### src/rtl/axis_addr_split_pkg.sv
// Shared types and helpers for the axis address-channel burst splitter.
package axis_addr_split_pkg;

    typedef enum logic [4:0] {
        ST_IDLE  = 5'b00001,
        ST_CALC  = 5'b00010,
        ST_ISSUE = 5'b00100,
        ST_DRAIN = 5'b01000,
        ST_DONE  = 5'b10000
    } state_e;

    function automatic int unsigned clog2(input int unsigned value);
        int unsigned result;
        result = 0;
        for (int unsigned i = 0; i < 32; i++) begin
            if ((64'd1 << i) < 64'(value)) begin
                result = i + 1;
            end
        end
        return result;
    endfunction

    function automatic logic [63:0] min_u64(input logic [63:0] a, input logic [63:0] b);
        return (a < b) ? a : b;
    endfunction

endpackage

### src/rtl/axis_addr_split_credit_cnt.sv
// Saturating up/down counter of issued-but-unretired bursts.
module axis_credit_cnt
    import axis_addr_split_pkg::*;
#(
    parameter int unsigned MAX_COUNT = 8
) (
    input  logic clk,
    input  logic rst_n,
    input  logic inc,
    input  logic dec,
    output logic full,
    output logic empty
);

    localparam int unsigned CNT_W = clog2(MAX_COUNT + 1);

    logic [CNT_W-1:0] cnt_q, cnt_d;

    always_comb begin
        cnt_d = cnt_q;
        if (inc && !dec && (cnt_q != CNT_W'(MAX_COUNT))) begin
            cnt_d = cnt_q + CNT_W'(1);
        end else if (dec && !inc && (cnt_q != '0)) begin
            cnt_d = cnt_q - CNT_W'(1);
        end
    end

    always_ff @(posedge clk or negedge rst_n) begin
        if (!rst_n) begin
            cnt_q <= '0;
        end else begin
            cnt_q <= cnt_d;
        end
    end

    assign full  = (cnt_q == CNT_W'(MAX_COUNT));
    assign empty = (cnt_q == '0);

endmodule

### src/rtl/axis_addr_split.sv
// Splits one {address, beat-length} command into AXI address bursts capped at
// MAX_BURST beats, never crossing a BOUNDARY-byte line, with outstanding-burst credits.
module axis_addr_split
    import axis_addr_split_pkg::*;
#(
    parameter int unsigned CFG_DWIDTH      = 32,
    parameter int unsigned AXI_ADDR_WIDTH  = 32,
    parameter int unsigned AXI_LEN_WIDTH   = 8,
    parameter int unsigned AXI_DATA_WIDTH  = 256,
    parameter int unsigned MAX_BURST       = 256,
    parameter int unsigned BOUNDARY        = 4096,
    parameter int unsigned MAX_OUTSTANDING = 8
) (
    input  logic                      clk,
    input  logic                      rst_n,
    input  logic [CFG_DWIDTH-1:0]     cfg_address,
    input  logic [CFG_DWIDTH-1:0]     cfg_length,
    input  logic                      cfg_valid,
    output logic                      cfg_ready,
    input  logic                      axi_aready,
    output logic [AXI_ADDR_WIDTH-1:0] axi_aaddr,
    output logic [AXI_LEN_WIDTH-1:0]  axi_alen,
    output logic                      axi_avalid,
    input  logic                      burst_retire,
    output logic                      cmd_done,
    output logic                      busy
);

    localparam int unsigned BYTES     = AXI_DATA_WIDTH / 8;
    localparam int unsigned BYTES_LOG = clog2(BYTES);
    localparam int unsigned BND_LOG   = clog2(BOUNDARY);
    localparam int unsigned CHUNK_W   = AXI_LEN_WIDTH + 1;
    localparam logic [BND_LOG:0] BND_FULL = (BND_LOG + 1)'(BOUNDARY);

    state_e                    state_q, state_d;
    logic [AXI_ADDR_WIDTH-1:0] addr_q, addr_d;
    logic [CFG_DWIDTH-1:0]     remaining_q, remaining_d;
    logic [AXI_LEN_WIDTH-1:0]  alen_q, alen_d;
    logic [BND_LOG:0]          bnd_bytes, to_bnd;
    logic [CHUNK_W-1:0]        chunk_calc, chunk_iss;
    logic                      credit_full, credit_empty, handshake;

    // Beats left before the next BOUNDARY line, from the low address bits.
    assign bnd_bytes  = BND_FULL - {1'b0, addr_q[BND_LOG-1:0]};
    assign to_bnd     = bnd_bytes >> BYTES_LOG;
    assign chunk_calc = CHUNK_W'(min_u64(min_u64(64'(remaining_q), 64'(MAX_BURST)), 64'(to_bnd)));
    // The issued chunk is recovered from alen_q so that the reset value of axi_alen is 0.
    assign chunk_iss  = {1'b0, alen_q} + CHUNK_W'(1);

    assign axi_avalid = (state_q == ST_ISSUE) && !credit_full;
    assign handshake  = axi_avalid && axi_aready;

    always_comb begin
        state_d     = state_q;
        addr_d      = addr_q;
        remaining_d = remaining_q;
        alen_d      = alen_q;
        case (state_q)
            ST_IDLE: begin
                if (cfg_valid) begin
                    addr_d      = AXI_ADDR_WIDTH'(cfg_address) & ~AXI_ADDR_WIDTH'(BYTES - 1);
                    remaining_d = cfg_length;
                    state_d     = (cfg_length == '0) ? ST_DONE : ST_CALC;
                end
            end
            ST_CALC: begin
                alen_d  = AXI_LEN_WIDTH'(chunk_calc - CHUNK_W'(1));
                state_d = ST_ISSUE;
            end
            ST_ISSUE: begin
                if (handshake) begin
                    addr_d      = addr_q + (AXI_ADDR_WIDTH'(chunk_iss) << BYTES_LOG);
                    remaining_d = remaining_q - CFG_DWIDTH'(chunk_iss);
                    state_d     = (remaining_d == '0) ? ST_DRAIN : ST_CALC;
                end
            end
            ST_DRAIN: begin
                if (credit_empty) begin
                    state_d = ST_DONE;
                end
            end
            ST_DONE: state_d = ST_IDLE;
            default: state_d = ST_IDLE;
        endcase
    end

    always_ff @(posedge clk or negedge rst_n) begin
        if (!rst_n) begin
            state_q     <= ST_IDLE;
            addr_q      <= '0;
            remaining_q <= '0;
            alen_q      <= '0;
        end else begin
            state_q     <= state_d;
            addr_q      <= addr_d;
            remaining_q <= remaining_d;
            alen_q      <= alen_d;
        end
    end

    axis_credit_cnt #(
        .MAX_COUNT (MAX_OUTSTANDING)
    ) u_credit (
        .clk   (clk),
        .rst_n (rst_n),
        .inc   (handshake),
        .dec   (burst_retire),
        .full  (credit_full),
        .empty (credit_empty)
    );

    assign cfg_ready = (state_q == ST_IDLE);
    assign busy      = (state_q != ST_IDLE);
    assign cmd_done  = (state_q == ST_DONE);
    assign axi_aaddr = addr_q;
    assign axi_alen  = alen_q;

endmodule
### config.mk
export PLATFORM = sky130hd
export DESIGN_NAME = axis_addr_split
export DESIGN_NICKNAME = d
export VERILOG_FILES = /design/src/rtl/axis_addr_split_pkg.sv /design/src/rtl/axis_addr_split_credit_cnt.sv /design/src/rtl/axis_addr_split.sv
export SDC_FILE = /design/constraint.sdc
export NUM_CORES = 1
export LEC_CHECK = 0
export ABC_AREA = 0
export BUFFER_PORTS_ARGS = -buffer_cell sky130_fd_sc_hd__buf_4
export CAP_MARGIN = 25
export CORE_MARGIN = 1.5
export CORE_UTILIZATION = 40
export CTS_BUF_LIST = sky130_fd_sc_hd__clkbuf_2 sky130_fd_sc_hd__clkbuf_4 sky130_fd_sc_hd__clkbuf_8
export CTS_CLUSTER_SIZE = 16
export DETAILED_ROUTE_END_ITERATION = 6
export PLACE_DENSITY = 0.59
export SYNTH_ARGS = -nofsm -noshare
export SYNTH_HDL_FRONTEND = slang
export SYNTH_HIERARCHICAL = 1
export SYNTH_SLANG_ARGS = --single-unit
### constraint.sdc
create_clock -name clk -period 4.5 [get_ports clk]
set_input_delay 0.9 -clock clk [delete_from_list [all_inputs] [get_ports clk]]
set_output_delay 0.9 -clock clk [all_outputs]
set_load 0.05 [all_outputs]
==> flow_metrics.tcl <==
set metrics [dict create \
    cap_viol_max_count 0 \
    clk_pin_slew_ps 80 \
    nFillCells 1500 \
    worstMarginPinSlew_ps 887 \
    clk_latency_ps 370 \
    drtIter0Drc 461 \
    yosysSeqAreaShare 0.307 \
    cts_tree "yes" \
    vias 6188 \
    grt_pass1_wl_um 29900 \
    period_needed_ps 3950 \
    rsz0062_at_grt "no" \
    fmax_mhz 253 \
    cts.sinks 76 \
    synth_seq_cells 76 \
    crit_type "register to register" \
    path_delay_family "simple AND/OR/NAND/NOR gates" \
    cts_setup_buffers 0 \
    die_w_um 127 \
    numPortBuffers 102 \
    initial_core_util 0.409 \
    cp.arrival_ps 4180 \
    timing.final.hold_violations 0 \
    dp.final_hpwl_um 13900 \
    first_pass_iters 5 \
    core_um2 15100 \
    tns_ps 0 \
    root_buffer "clkbuf_8" \
    detail_route.wl_per_cell_um 17.9 \
    fin_nets 961 \
    routed_via_density 5.90 \
    first_global_vias 5775 \
    crit_path_max_incr_delay_ps 400 \
    htreeDepth 3 \
    gp_congestion 0.889 \
    ys_async_sr_fraction 1.00 \
    peakVddDrop_mv 0.357 \
    min_path_type "input port to async pin" \
    io_pins 113 \
    endpoint_kind "register" \
    drc 0 \
    grt_start_max_net_pins 77 \
    report.power.total_uw 5900 \
    cellLeakagePower_uw 0.00312 \
    setup_viol 0 \
    track_usage 0.233 \
    status "finished, final reports clean" \
    antenna_left 0 \
    final.setup_skew_ps 11.2 \
    die_area_um2 16200 \
    syn_to_final_growth_pct 17.9 \
    rows 45 \
    drive_above_1_share 0.186 \
    cp_cell_sequence "nor4_1 -> buf_4 -> nand4_1 -> nor3_1 -> buf_4 -> and2_1 -> ha_1 -> a211oi_1 -> a221oi_1 -> and4bb_2 -> nor2_1 -> a31oi_1 -> ha_1 -> nand3_1 -> xnor2_1 -> nor2_1 -> a21oi_1 -> o21ai_0" \
    syn_avg_cell_area_um2 7.96 \
    startpoint_type "register" \
    yosysWarningCount 6 \
    crit_required_ps 4730 \
    post_cts_resized 0 \
    syn_area_um2 6190 \
    critPathMaxFanout 12 \
    ys.flop_type "dfrtp_1" \
    drv_slew 0 \
    grt_overflow 0 \
    critPathBufInv 2 \
    power_per_cell_area_nw_per_um2 808 \
    synthCells 778 \
    antenna_found_initial 0 \
    cts_buffers 9 \
    synth_edf_count 0 \
    ys_types 87 \
    critical-path-slowest-cell "dfrtp_1" \
    wirelength_um 18800 \
    n_antenna_cell 0 \
    slew_headroom 0.407 \
    cts_hold_buf 0 \
    fin_crit_sh 0.879 \
    clock_path_buffers 2 \
    die_y_um 127 \
]
-- final timing paths --
path | start | to | slack [ps] | cells past startpoint
max | remaining_q[28] | axi_alen[4] | 550 | 18
min in group clk | remaining_q[31] | remaining_q[31] | 530 | 1
min | rst_n | u_credit/cnt_q[1] | 440 | 1
min reg2reg | remaining_q[31] | remaining_q[31] | 530 | 1
max in group asynchronous | rst_n | axi_aaddr[22] | 3440 | 2
max reg2reg | remaining_q[28] | axi_alen[4] | 550 | 18
-- cells by family (layout without fill, tap and decap cells) --
logic type,Yosys count,in the layout,share of synthesized area
compound gates,252,252,0.257
xor+xnor,32,32,0.0452
fa+ha+maj,34,34,0.0723
buf+inv,75,154,0.0551
flops,76,76,0.307
mux,11,11,0.0198
other cells,1,5,0.000605
simple gates,297,297,0.243
-- Yosys cell counts (4+ instances only) --
| cell | number | area (um^2) |
|---|---|---|
| buf_2 | 8 | 40.0 |
| nor4_1 | 14 | 87.6 |
| o21ai_1 | 6 | 30.0 |
| nand4_1 | 14 | 87.6 |
| o32ai_1 | 5 | 43.8 |
| xnor2_1 | 10 | 87.6 |
| o22a_1 | 4 | 35.0 |
| nor2_1 | 72 | 270 |
| dfrtp_1 | 75 | 1880 |
| o21ai_0 | 63 | 315 |
| clkbuf_1 | 30 | 113 |
| a21oi_1 | 83 | 415 |
| buf_4 | 7 | 52.6 |
| o21a_1 | 5 | 37.5 |
| or3_1 | 7 | 43.8 |
| nor2b_1 | 6 | 37.5 |
| and2_1 | 11 | 68.8 |
| nor3_1 | 18 | 90.1 |
| inv_1 | 26 | 97.6 |
| o22ai_1 | 12 | 75.1 |
| ha_1 | 31 | 388 |
| nand2_1 | 86 | 323 |
| and3_1 | 8 | 50.1 |
| a211oi_1 | 7 | 52.6 |
| xor2_1 | 22 | 193 |
| mux2i_1 | 7 | 70.1 |
| o2bb2ai_1 | 4 | 35.0 |
| nand3_1 | 28 | 140 |
| a22oi_1 | 5 | 37.5 |
| nand3b_1 | 4 | 30.0 |
| a21o_1 | 10 | 75.1 |
| a31oi_1 | 11 | 68.8 |
-- routing by layer --
layer  vias to the layer above  track usage  part of all wire
met4                         0       0.0789             0.017
li1                       2992            -                 -
met3                        17       0.0310             0.051
met5                         -            0                 0
met2                       198        0.370              0.46
met1                      2981        0.325              0.47
-- where the power goes --
part           total [uW]  switching (uW)  internal, uW
Sequential           1480             466          1010
Clock                 597             262           334
Combinational        3820            2420          1400
Total                5900            3150          2750
-- area by class of cell --
class | instances | area (um^2) | share of cell area
Sequential cell | 76 | 1900 | 0.261
Tap cell | 188 | 235 | 0.0322
Clock buffer | 12 | 153 | 0.0209
Clock inverter | 2 | 60.1 | 0.00822
Multi-Input combinational cell | 631 | 3980 | 0.545
Timing Repair Buffer | 114 | 876 | 0.120
Inverter | 26 | 97.6 | 0.0134
-- registers in the layout, summed over array words and instances (netlist names) --
signal	cells
axi_alen	8
remaining_q	32
state_q	5
axi_aaddr	27
u_credit/cnt_q	4
-- metrics by stage --
step                      std cells  setup slack [ps]  instance area (um^2)  hold slack (ps)  utilization
after floorplan                 782               679                  6210              471            -
after global placement         1034               697                  7060              503        0.466
after detailed placement       1034               591                  7060              512        0.466
after CTS                      1048               573                  7280              533        0.480
after global routing           1049               328                  7300              451        0.482
final                          1049               546                  7300              440        0.482
-- cells in the final DEF, fill, tap and decap left out, drive strengths merged, types with 6 or more instances in the layout --
| cell type | instances |
|---|---|
| dfrtp | 75 |
| or3 | 10 |
| a21o | 10 |
| xor2 | 22 |
| nor4 | 15 |
| inv | 26 |
| nor2 | 72 |
| nor3 | 18 |
| o21ai | 71 |
| and3 | 9 |
| a211oi | 8 |
| clkbuf | 12 |
| nand4 | 14 |
| o21a | 6 |
| mux2i | 7 |
| and2 | 11 |
| nor2b | 6 |
| o22ai | 12 |
| ha | 31 |
| a31oi | 11 |
| a21oi | 83 |
| nand2 | 86 |
| buf | 114 |
| nand3 | 29 |
| xnor2 | 10 |
(Power assumes the default switching activity.)
